[src/rtl/fu_cdb_pkg.sv]
// fu_cdb_pkg
// Shared types and widths for the FU-to-CDB writeback arbiter.
// Contents:
//   - default channel, port and depth counts
//   - PRF tag, ROB index, branch mask and value widths
//   - cdb_entry_t: one buffered writeback result
//   - resolve_entry(): applies a branch resolution event to one entry
package fu_cdb_pkg;

    localparam int N_FU_DEF  = 5;
    localparam int N_CDB_DEF = 2;
    localparam int DEPTH_DEF = 2;

    localparam int BR_MASK_W = 5;
    localparam int PRF_IDX_W = 6;
    localparam int ROB_IDX_W = 5;
    localparam int ROB_W     = ROB_IDX_W + 1;
    localparam int VALUE_W   = 64;

    // Physical register 0 is hardwired; idle CDB ports present it as their tag.
    localparam logic [PRF_IDX_W-1:0] ZERO_REG = '0;

    typedef struct packed {
        logic                 live;
        logic                 wr_en;
        logic [PRF_IDX_W-1:0] tag;
        logic [VALUE_W-1:0]   value;
        logic [ROB_W-1:0]     rob_idx;
        logic [BR_MASK_W-1:0] br_mask;
    } cdb_entry_t;

    // Recovery kills any entry that depends on the resolved branch; a correct
    // prediction just drops that branch from the mask. Recovery takes precedence
    // if both ever arrive together.
    function automatic cdb_entry_t resolve_entry(
        input cdb_entry_t           e,
        input logic                 recovery,
        input logic                 pred_correct,
        input logic [BR_MASK_W-1:0] tag_fix
    );
        cdb_entry_t r;
        r = e;
        if (recovery) begin
            if ((e.br_mask & tag_fix) != '0) begin
                r.live = 1'b0;
            end
        end else if (pred_correct) begin
            r.br_mask = e.br_mask & ~tag_fix;
        end
        return r;
    endfunction

endpackage

[src/rtl/fu_cdb_arbiter_if.sv]
// fu_cdb_arbiter_if
// Bundles the FU request channels, the ROB branch-resolution inputs and the
// CDB broadcast ports of fu_cdb_arbiter.
// Modports:
//   master : the FU / ROB side (drives requests and resolution, sees rdy and CDB)
//   slave  : the arbiter (accepts requests, drives rdy and CDB)
interface fu_cdb_arbiter_if
    import fu_cdb_pkg::*;
#(
    parameter int N_FU  = N_FU_DEF,
    parameter int N_CDB = N_CDB_DEF
) ();

    logic [N_FU-1:0]            fu_vld_i;
    logic [N_FU-1:0]            fu_wr_en_i;
    logic [N_FU*PRF_IDX_W-1:0]  fu_tag_i;
    logic [N_FU*VALUE_W-1:0]    fu_value_i;
    logic [N_FU*ROB_W-1:0]      fu_rob_idx_i;
    logic [N_FU*BR_MASK_W-1:0]  fu_br_mask_i;
    logic [N_FU-1:0]            fu_rdy_o;

    logic                       rob_br_recovery_i;
    logic                       rob_br_pred_correct_i;
    logic [BR_MASK_W-1:0]       rob_br_tag_fix_i;

    logic [N_CDB-1:0]           cdb_vld_o;
    logic [N_CDB-1:0]           cdb_wr_en_o;
    logic [N_CDB*PRF_IDX_W-1:0] cdb_tag_o;
    logic [N_CDB*VALUE_W-1:0]   cdb_value_o;
    logic [N_CDB*ROB_W-1:0]     cdb_rob_idx_o;

    modport master (
        output fu_vld_i, fu_wr_en_i, fu_tag_i, fu_value_i, fu_rob_idx_i, fu_br_mask_i,
        output rob_br_recovery_i, rob_br_pred_correct_i, rob_br_tag_fix_i,
        input  fu_rdy_o,
        input  cdb_vld_o, cdb_wr_en_o, cdb_tag_o, cdb_value_o, cdb_rob_idx_o
    );

    modport slave (
        input  fu_vld_i, fu_wr_en_i, fu_tag_i, fu_value_i, fu_rob_idx_i, fu_br_mask_i,
        input  rob_br_recovery_i, rob_br_pred_correct_i, rob_br_tag_fix_i,
        output fu_rdy_o,
        output cdb_vld_o, cdb_wr_en_o, cdb_tag_o, cdb_value_o, cdb_rob_idx_o
    );

endinterface

[src/rtl/fu_wb_fifo.sv]
// fu_wb_fifo
// Per-channel writeback buffer. Every stored entry sees branch resolution each
// cycle: recovery clears the live bit of dependent entries, a correct
// prediction clears the resolved bit from the mask. Incoming entries get the
// same treatment on their way in.
// Ports:
//   clk, rst      clock, asynchronous active-high reset
//   push          write push_entry at the tail (ignored when full)
//   push_entry    entry to enqueue (live bit set by the caller)
//   pop           drop the head (ignored when empty)
//   recovery, pred_correct, tag_fix   branch resolution event
//   head          entry at the head (only meaningful when count != 0)
//   count         number of stored entries, 0..DEPTH
module fu_wb_fifo
    import fu_cdb_pkg::*;
#(
    parameter int DEPTH = DEPTH_DEF,
    localparam int CNT_W = $clog2(DEPTH + 1)
) (
    input  logic                 clk,
    input  logic                 rst,
    input  logic                 push,
    input  cdb_entry_t           push_entry,
    input  logic                 pop,
    input  logic                 recovery,
    input  logic                 pred_correct,
    input  logic [BR_MASK_W-1:0] tag_fix,
    output cdb_entry_t           head,
    output logic [CNT_W-1:0]     count
);

    localparam int PTR_W = (DEPTH > 1) ? $clog2(DEPTH) : 1;

    cdb_entry_t       mem [DEPTH];
    logic [PTR_W-1:0] head_ptr;
    logic [PTR_W-1:0] tail_ptr;
    logic             do_push;
    logic             do_pop;

    // Pointers wrap explicitly at DEPTH-1 so non-power-of-two depths work.
    function automatic logic [PTR_W-1:0] bump(input logic [PTR_W-1:0] p);
        return (p == PTR_W'(DEPTH - 1)) ? '0 : p + PTR_W'(1);
    endfunction

    assign do_push = push & (count < CNT_W'(DEPTH));
    assign do_pop  = pop & (count != '0);
    assign head    = mem[head_ptr];

    // Storage, pointers and occupancy. The resolution update touches every
    // slot; the tail write afterwards is safe because a push only lands in a
    // free slot.
    always_ff @(posedge clk or posedge rst) begin
        if (rst) begin
            head_ptr <= '0;
            tail_ptr <= '0;
            count    <= '0;
            for (int i = 0; i < DEPTH; i++) begin
                mem[i] <= '0;
            end
        end else begin
            for (int i = 0; i < DEPTH; i++) begin
                mem[i] <= resolve_entry(mem[i], recovery, pred_correct, tag_fix);
            end
            if (do_push) begin
                mem[tail_ptr] <= resolve_entry(push_entry, recovery, pred_correct, tag_fix);
                tail_ptr      <= bump(tail_ptr);
            end
            if (do_pop) begin
                head_ptr <= bump(head_ptr);
            end
            case ({do_push, do_pop})
                2'b10:   count <= count + CNT_W'(1);
                2'b01:   count <= count - CNT_W'(1);
                default: count <= count;
            endcase
        end
    end

endmodule

[src/rtl/fu_cdb_arbiter.sv]
// fu_cdb_arbiter
// Writeback arbiter between N_FU execution-unit channels and N_CDB common data
// bus ports. Each channel is buffered in a fu_wb_fifo. Channel 0 (branch unit)
// owns port 0 whenever it has a live head; the remaining ports are handed to
// channels 1..N_FU-1 round-robin starting at rr_ptr.
// Ports:
//   clk, rst  clock, asynchronous active-high reset
//   bus       fu_cdb_arbiter_if.slave: FU requests/rdy, ROB branch
//             resolution, CDB broadcast outputs
module fu_cdb_arbiter
    import fu_cdb_pkg::*;
#(
    parameter int N_FU  = N_FU_DEF,
    parameter int N_CDB = N_CDB_DEF,
    parameter int DEPTH = DEPTH_DEF
) (
    input  logic              clk,
    input  logic              rst,
    fu_cdb_arbiter_if.slave   bus
);

    localparam int CH_W  = (N_FU > 1) ? $clog2(N_FU) : 1;
    localparam int CNT_W = $clog2(DEPTH + 1);

    cdb_entry_t       push_entry [N_FU];
    cdb_entry_t       head       [N_FU];
    logic [CNT_W-1:0] count      [N_FU];
    logic [N_FU-1:0]  push;
    logic [N_FU-1:0]  pop;
    logic [N_FU-1:0]  grant;
    logic [N_FU-1:0]  eligible;
    logic [N_FU-1:0]  free_pop;
    logic [CH_W-1:0]  rr_ptr;
    logic [CH_W-1:0]  rr_next;
    logic [N_CDB-1:0] port_vld;
    logic [CH_W-1:0]  port_ch [N_CDB];

    for (genvar g = 0; g < N_FU; g++) begin : g_chan
        assign bus.fu_rdy_o[g] = (count[g] < CNT_W'(DEPTH));
        assign push[g]         = bus.fu_vld_i[g] & bus.fu_rdy_o[g];
        assign pop[g]          = grant[g] | free_pop[g];

        assign push_entry[g] = '{
            live:    1'b1,
            wr_en:   bus.fu_wr_en_i[g],
            tag:     bus.fu_tag_i[g*PRF_IDX_W +: PRF_IDX_W],
            value:   bus.fu_value_i[g*VALUE_W +: VALUE_W],
            rob_idx: bus.fu_rob_idx_i[g*ROB_W +: ROB_W],
            br_mask: bus.fu_br_mask_i[g*BR_MASK_W +: BR_MASK_W]
        };

        fu_wb_fifo #(.DEPTH(DEPTH)) u_fifo (
            .clk          (clk),
            .rst          (rst),
            .push         (push[g]),
            .push_entry   (push_entry[g]),
            .pop          (pop[g]),
            .recovery     (bus.rob_br_recovery_i),
            .pred_correct (bus.rob_br_pred_correct_i),
            .tag_fix      (bus.rob_br_tag_fix_i),
            .head         (head[g]),
            .count        (count[g])
        );
    end

    // Head classification. Nothing is granted while recovery is high: the CDB
    // must stay quiet, and granting would pop a result nobody saw. A head that
    // depends on the resolving branch is also excluded outright. Dead heads
    // (already squashed) are dropped without a port, but only from their stored
    // live bit, so a head squashed this cycle drains on the following one.
    always_comb begin
        eligible = '0;
        free_pop = '0;
        for (int c = 0; c < N_FU; c++) begin
            if (count[c] != '0) begin
                eligible[c] = head[c].live & ~bus.rob_br_recovery_i
                            & ~(|(head[c].br_mask & bus.rob_br_tag_fix_i) & bus.rob_br_recovery_i);
                free_pop[c] = ~head[c].live;
            end
        end
    end

    // Port allocation: channel 0 first, then channels 1..N_FU-1 scanned upward
    // from rr_ptr with wrap, filling the lowest free port each time. rr_next
    // points just past the last non-zero channel that won a port.
    always_comb begin
        int              n_used;
        int              ch;
        logic            any_rr;
        logic [CH_W-1:0] last_ch;

        grant    = '0;
        port_vld = '0;
        for (int p = 0; p < N_CDB; p++) begin
            port_ch[p] = '0;
        end
        n_used  = 0;
        ch      = 0;
        any_rr  = 1'b0;
        last_ch = rr_ptr;

        if (eligible[0]) begin
            grant[0]    = 1'b1;
            port_vld[0] = 1'b1;
            n_used      = 1;
        end

        for (int k = 0; k < N_FU - 1; k++) begin
            ch = int'(rr_ptr) + k;
            if (ch > N_FU - 1) begin
                ch = ch - (N_FU - 1);
            end
            for (int c = 1; c < N_FU; c++) begin
                if (c == ch && eligible[c] && n_used < N_CDB) begin
                    grant[c] = 1'b1;
                    for (int p = 0; p < N_CDB; p++) begin
                        if (p == n_used) begin
                            port_vld[p] = 1'b1;
                            port_ch[p]  = CH_W'(c);
                        end
                    end
                    n_used  = n_used + 1;
                    any_rr  = 1'b1;
                    last_ch = CH_W'(c);
                end
            end
        end

        rr_next = rr_ptr;
        if (any_rr) begin
            rr_next = (last_ch == CH_W'(N_FU - 1)) ? CH_W'(1) : last_ch + CH_W'(1);
        end
    end

    // Round-robin pointer; starts at channel 1 since channel 0 is not rotated.
    always_ff @(posedge clk or posedge rst) begin
        if (rst) begin
            rr_ptr <= CH_W'(1);
        end else begin
            rr_ptr <= rr_next;
        end
    end

    // Port muxes. Idle ports drive all-zero fields with the zero-register tag.
    for (genvar p = 0; p < N_CDB; p++) begin : g_port
        assign bus.cdb_vld_o[p]   = port_vld[p];
        assign bus.cdb_wr_en_o[p] = port_vld[p] & head[port_ch[p]].wr_en;
        assign bus.cdb_tag_o[p*PRF_IDX_W +: PRF_IDX_W] =
            port_vld[p] ? head[port_ch[p]].tag : ZERO_REG;
        assign bus.cdb_value_o[p*VALUE_W +: VALUE_W] =
            port_vld[p] ? head[port_ch[p]].value : '0;
        assign bus.cdb_rob_idx_o[p*ROB_W +: ROB_W] =
            port_vld[p] ? head[port_ch[p]].rob_idx : '0;
    end

endmodule

[src/flat_wrapper.sv]
// flat-port wrapper written by rule: the top's interface ports become plain ports
module fu_cdb_arbiter_flat import fu_cdb_pkg::*;
#(
    parameter int N_FU  = N_FU_DEF,
    parameter int N_CDB = N_CDB_DEF,
    parameter int DEPTH = DEPTH_DEF
)
  (clk, rst, bus_fu_vld_i, bus_fu_wr_en_i, bus_fu_tag_i, bus_fu_value_i, bus_fu_rob_idx_i, bus_fu_br_mask_i, bus_rob_br_recovery_i, bus_rob_br_pred_correct_i, bus_rob_br_tag_fix_i, bus_fu_rdy_o, bus_cdb_vld_o, bus_cdb_wr_en_o, bus_cdb_tag_o, bus_cdb_value_o, bus_cdb_rob_idx_o);
  fu_cdb_arbiter_if #(.N_FU(N_FU), .N_CDB(N_CDB)) bus_i ();
  input  logic clk;
  input  logic rst;
  input wire logic [$bits(bus_i.fu_vld_i)-1:0] bus_fu_vld_i;
  input wire logic [$bits(bus_i.fu_wr_en_i)-1:0] bus_fu_wr_en_i;
  input wire logic [$bits(bus_i.fu_tag_i)-1:0] bus_fu_tag_i;
  input wire logic [$bits(bus_i.fu_value_i)-1:0] bus_fu_value_i;
  input wire logic [$bits(bus_i.fu_rob_idx_i)-1:0] bus_fu_rob_idx_i;
  input wire logic [$bits(bus_i.fu_br_mask_i)-1:0] bus_fu_br_mask_i;
  input wire logic [$bits(bus_i.rob_br_recovery_i)-1:0] bus_rob_br_recovery_i;
  input wire logic [$bits(bus_i.rob_br_pred_correct_i)-1:0] bus_rob_br_pred_correct_i;
  input wire logic [$bits(bus_i.rob_br_tag_fix_i)-1:0] bus_rob_br_tag_fix_i;
  output wire logic [$bits(bus_i.fu_rdy_o)-1:0] bus_fu_rdy_o;
  output wire logic [$bits(bus_i.cdb_vld_o)-1:0] bus_cdb_vld_o;
  output wire logic [$bits(bus_i.cdb_wr_en_o)-1:0] bus_cdb_wr_en_o;
  output wire logic [$bits(bus_i.cdb_tag_o)-1:0] bus_cdb_tag_o;
  output wire logic [$bits(bus_i.cdb_value_o)-1:0] bus_cdb_value_o;
  output wire logic [$bits(bus_i.cdb_rob_idx_o)-1:0] bus_cdb_rob_idx_o;
  assign bus_i.fu_vld_i = bus_fu_vld_i;
  assign bus_i.fu_wr_en_i = bus_fu_wr_en_i;
  assign bus_i.fu_tag_i = bus_fu_tag_i;
  assign bus_i.fu_value_i = bus_fu_value_i;
  assign bus_i.fu_rob_idx_i = bus_fu_rob_idx_i;
  assign bus_i.fu_br_mask_i = bus_fu_br_mask_i;
  assign bus_i.rob_br_recovery_i = bus_rob_br_recovery_i;
  assign bus_i.rob_br_pred_correct_i = bus_rob_br_pred_correct_i;
  assign bus_i.rob_br_tag_fix_i = bus_rob_br_tag_fix_i;
  assign bus_fu_rdy_o = bus_i.fu_rdy_o;
  assign bus_cdb_vld_o = bus_i.cdb_vld_o;
  assign bus_cdb_wr_en_o = bus_i.cdb_wr_en_o;
  assign bus_cdb_tag_o = bus_i.cdb_tag_o;
  assign bus_cdb_value_o = bus_i.cdb_value_o;
  assign bus_cdb_rob_idx_o = bus_i.cdb_rob_idx_o;
  fu_cdb_arbiter #(.N_FU(N_FU), .N_CDB(N_CDB), .DEPTH(DEPTH)) u_core (.clk(clk), .rst(rst), .bus(bus_i));
endmodule
[config.mk]
export PLATFORM = sky130hd
export DESIGN_NAME = fu_cdb_arbiter_flat
export DESIGN_NICKNAME = d
export VERILOG_FILES = /design/src/rtl/fu_cdb_pkg.sv /design/src/rtl/fu_cdb_arbiter_if.sv /design/src/rtl/fu_wb_fifo.sv /design/src/rtl/fu_cdb_arbiter.sv /design/src/flat_wrapper.sv
export SDC_FILE = /design/constraint.sdc
export NUM_CORES = 2
export LEC_CHECK = 0
export ABC_CLOCK_PERIOD_IN_PS = 40800
export BUFFER_PORTS_ARGS = -buffer_cell sky130_fd_sc_hd__clkbuf_2
export CAP_MARGIN = 15
export CORE_UTILIZATION = 54
export DETAILED_ROUTE_END_ITERATION = 8
export GPL_TIMING_DRIVEN = 1
export PLACE_DENSITY = 0.77
export SLEW_MARGIN = 20
export SYNTH_ARGS = -nofsm -noshare
export SYNTH_HDL_FRONTEND = slang
export SYNTH_SLANG_ARGS = --single-unit
[constraint.sdc]
create_clock -name clk -period 40.8 [get_ports clk]
set_clock_uncertainty 0.05 [all_clocks]
set_input_delay 8.16 -clock clk [delete_from_list [all_inputs] [get_ports clk]]
set_output_delay 8.16 -clock clk [all_outputs]
set_load 0.02 [all_outputs]
==> out/results.tsv <==
metric	value	unit
fp.coreArea	82600	sq um
totalWireLength	161000	um
num-nets-final	5451	
num_io_pins	585	
finalCritPeriodShare	83.3	%
post-cts-setup-buffers	0	
cp_slowest_cell	nor4_1	
synthesis.area	45400	sq um
dieHeight	292	um
max_freq	29.4	MHz
dpl_cell_area	49100	sq um
cts_root_buffer	clkbuf_16	
path_common_cell	ha_1	
start_util	55.0	%
holdCritPathClass	reg2reg	
worstSetupPathType	in2out	
critPathMaxStageDelay	990	ps
fin_area	52500	sq um
tightest_slew	1140	ps
cp_max_fo	43	
yosysSeqAreaShare	47.0	%
synth_xor_area_share	0.771	%
drive_above_1_share	29.8	%
grt_pass1_wl	241000	um
synth_async_sr_flop_share	100	%
synth_simple_gate_area_share	15.0	%
cellLeakagePower	25.7	nW
final_antenna_net_count	0	
synth_edf_count	0	
post-route-drc-count	1	
post-route-min-period	33980	ps
yosys_register_bits	853	
avgRoutedWirePerCell	26.1	um
die_area	85300	sq um
clockBufferDepth	3	
die_x	292	um
tns	0	ps
cp_data_required_time	32590	ps
powerDensity	93.8	nW/um^2
maxSlewViolCount	0	
synth_ff_type	dfrtp_1	
grt_start_max_net_pins	178	
via_per_inst	6.32	
cts_sinks	853	
clock_latency	650	ps
synth_adder_area_share	1.45	%
place.port_buffers	584	
cts_resized	0	
synthMuxAreaShare	22.9	%
synth_compound_area_share	9.60	%
crit_path_end_kind	output pin	
setup.worst_path.start_class	input port	
setup.worst_path.start	bus_rob_br_recovery_i	
place.gp.congestion	1.03	
hpwl	109000	um
ys.warnings.count	0	
numCtsBuffers	91	
grt_use_total	37.2	%
rsz0062_at_grt	false	
final_hold_viol_count	0	
drv_cap	0	
syn_to_final_growth	15.5	%
arrival	25770	ps
vias	38961	
final_common_cell	nand2_1	
final_cell_mix	1505 x nand2_1, 847 x dfrtp_1, 621 x mux2_2	
cts_tree	built	
status	finished, violations left	
rows	105	
yosysUniqueCellTypes	87	
hold_buffers	0	
drtIter0Drc	4255	
syn-num-nets	5036	
r2r-start	u_core.g_chan[1].u_fifo.head_ptr	
drt_pre_antenna_iters	9	
ir_drop	97.8	uV
violations	design-rule violations	
grt_pass1_vias	39250	
overflow	0	
synth_top_family_by_area	multiplexers	
cts_max_level	3	
r2r_slack	24620	ps
avgSynthCellArea	9.96	sq um
final-setup-viol-count	0	
grt_antenna_before_repair	56	
netlist_instances	4560	
clk_pin_slew	60	ps
max_slew_margin	23.7	%
[critical path, delay by kind of cell]
family	cells	cell delay, ps
AND/OR/NAND/NOR	24	6490
multiplexers	1	270
buffers and inverters	11	2890
adder cells (fa/ha/maj)	14	4400
AO/OA/AOI/OAI	13	2940
XOR/XNOR	1	310
[kinds of logic (layout without fill, tap and decap cells)]
logic type,count (synthesis),in the layout
adders and majority gates,52,52
AOI/OAI and AO/OA,572,572
DFF,853,853
xor gates and xnor gates,33,33
buffers and inverters,374,865
and+or+nand+nor,1714,1714
other,0,46
muxes,962,962
[final cells by class]
class | count | area, sq um
tap | 1070 | 1340
fill | 6670 | 30200
clock buffer | 129 | 2600
inverter | 50 | 195
multi-input combinational | 3333 | 22800
antenna | 46 | 115
timing repair buffer | 646 | 3440
clock inverter | 40 | 573
sequential | 853 | 21400
[layer usage]
| layer | up-vias | share of wire, % | global-route usage, % |
|---|---|---|---|
| li1 | 16757 | - | - |
| met1 | 19193 | 39 | 47.4 |
| met2 | 2374 | 46 | 58.3 |
| met3 | 609 | 9.6 | 8.90 |
| met4 | 28 | 5.8 | 21.0 |
| met5 | - | 0.10 | 0 |
[report_power, final]
part | internal (mW) | switching (mW)
clock network | 0.522 | 0.359
registers | 1.26 | 0.278
logic | 0.965 | 1.54
[final timing paths]
| path | endpoint | depth (start not counted) |
|---|---|---|
| setup / recovery | bus_cdb_value_o[9] | 64 |
| hold / removal | flip-flop | 2 |
| min in group asynchronous | asynchronous set/reset pin | 2 |
| max in group asynchronous | asynchronous set/reset pin | 7 |
| setup reg to reg | u_core.g_chan[4].u_fifo.count[1] | 56 |
| hold reg to reg | flip-flop | 2 |
[cells in the mapped netlist (all sizes together) (5+ instances only)]
cell     count  area share [%]
xor2         9            0.17
nor3        16            0.20
nand2     1505              12
o21ai       27            0.30
a311oi      77             1.5
or3          7           0.096
clkbuf     250             2.1
and2        13            0.18
nand2b       5           0.069
a211oi       6            0.11
a22oi       94             1.6
o211ai       7            0.13
o31ai        6            0.11
a21oi      116             1.3
a32oi       79             1.5
a21boi       9            0.15
nor4        10            0.17
or4          5           0.083
xnor2       23            0.54
inv         50            0.41
o22ai       82             1.5
ha          51             1.4
nor2        66            0.55
a2111oi      5            0.14
and3         8            0.11
mux2i      341             7.5
nor2b        8            0.11
dfrtp      852              47
nand3       38            0.43
buf         74            0.82
a31oi        8            0.11
a222oi      15            0.33
nand4       10            0.14
mux2       621              15
or2          9            0.12
[through the flow]
step           power, mW  util [%]  std cells  hold WS (ps)  worst slack [ps]
2_1_floorplan       3.18         -       4560           392              8620
3_3_place_gp        3.89      59.5       5951           403              7610
3_5_place_dp        3.96      59.5       5951           408              7280
4_1_cts             4.85      63.3       6120           423              7220
5_1_grt             5.14      63.5       6162           432              5770
6_report            4.92      63.5       6167           420              6820
No activity file was read; power rests on OpenSTA's default activity.
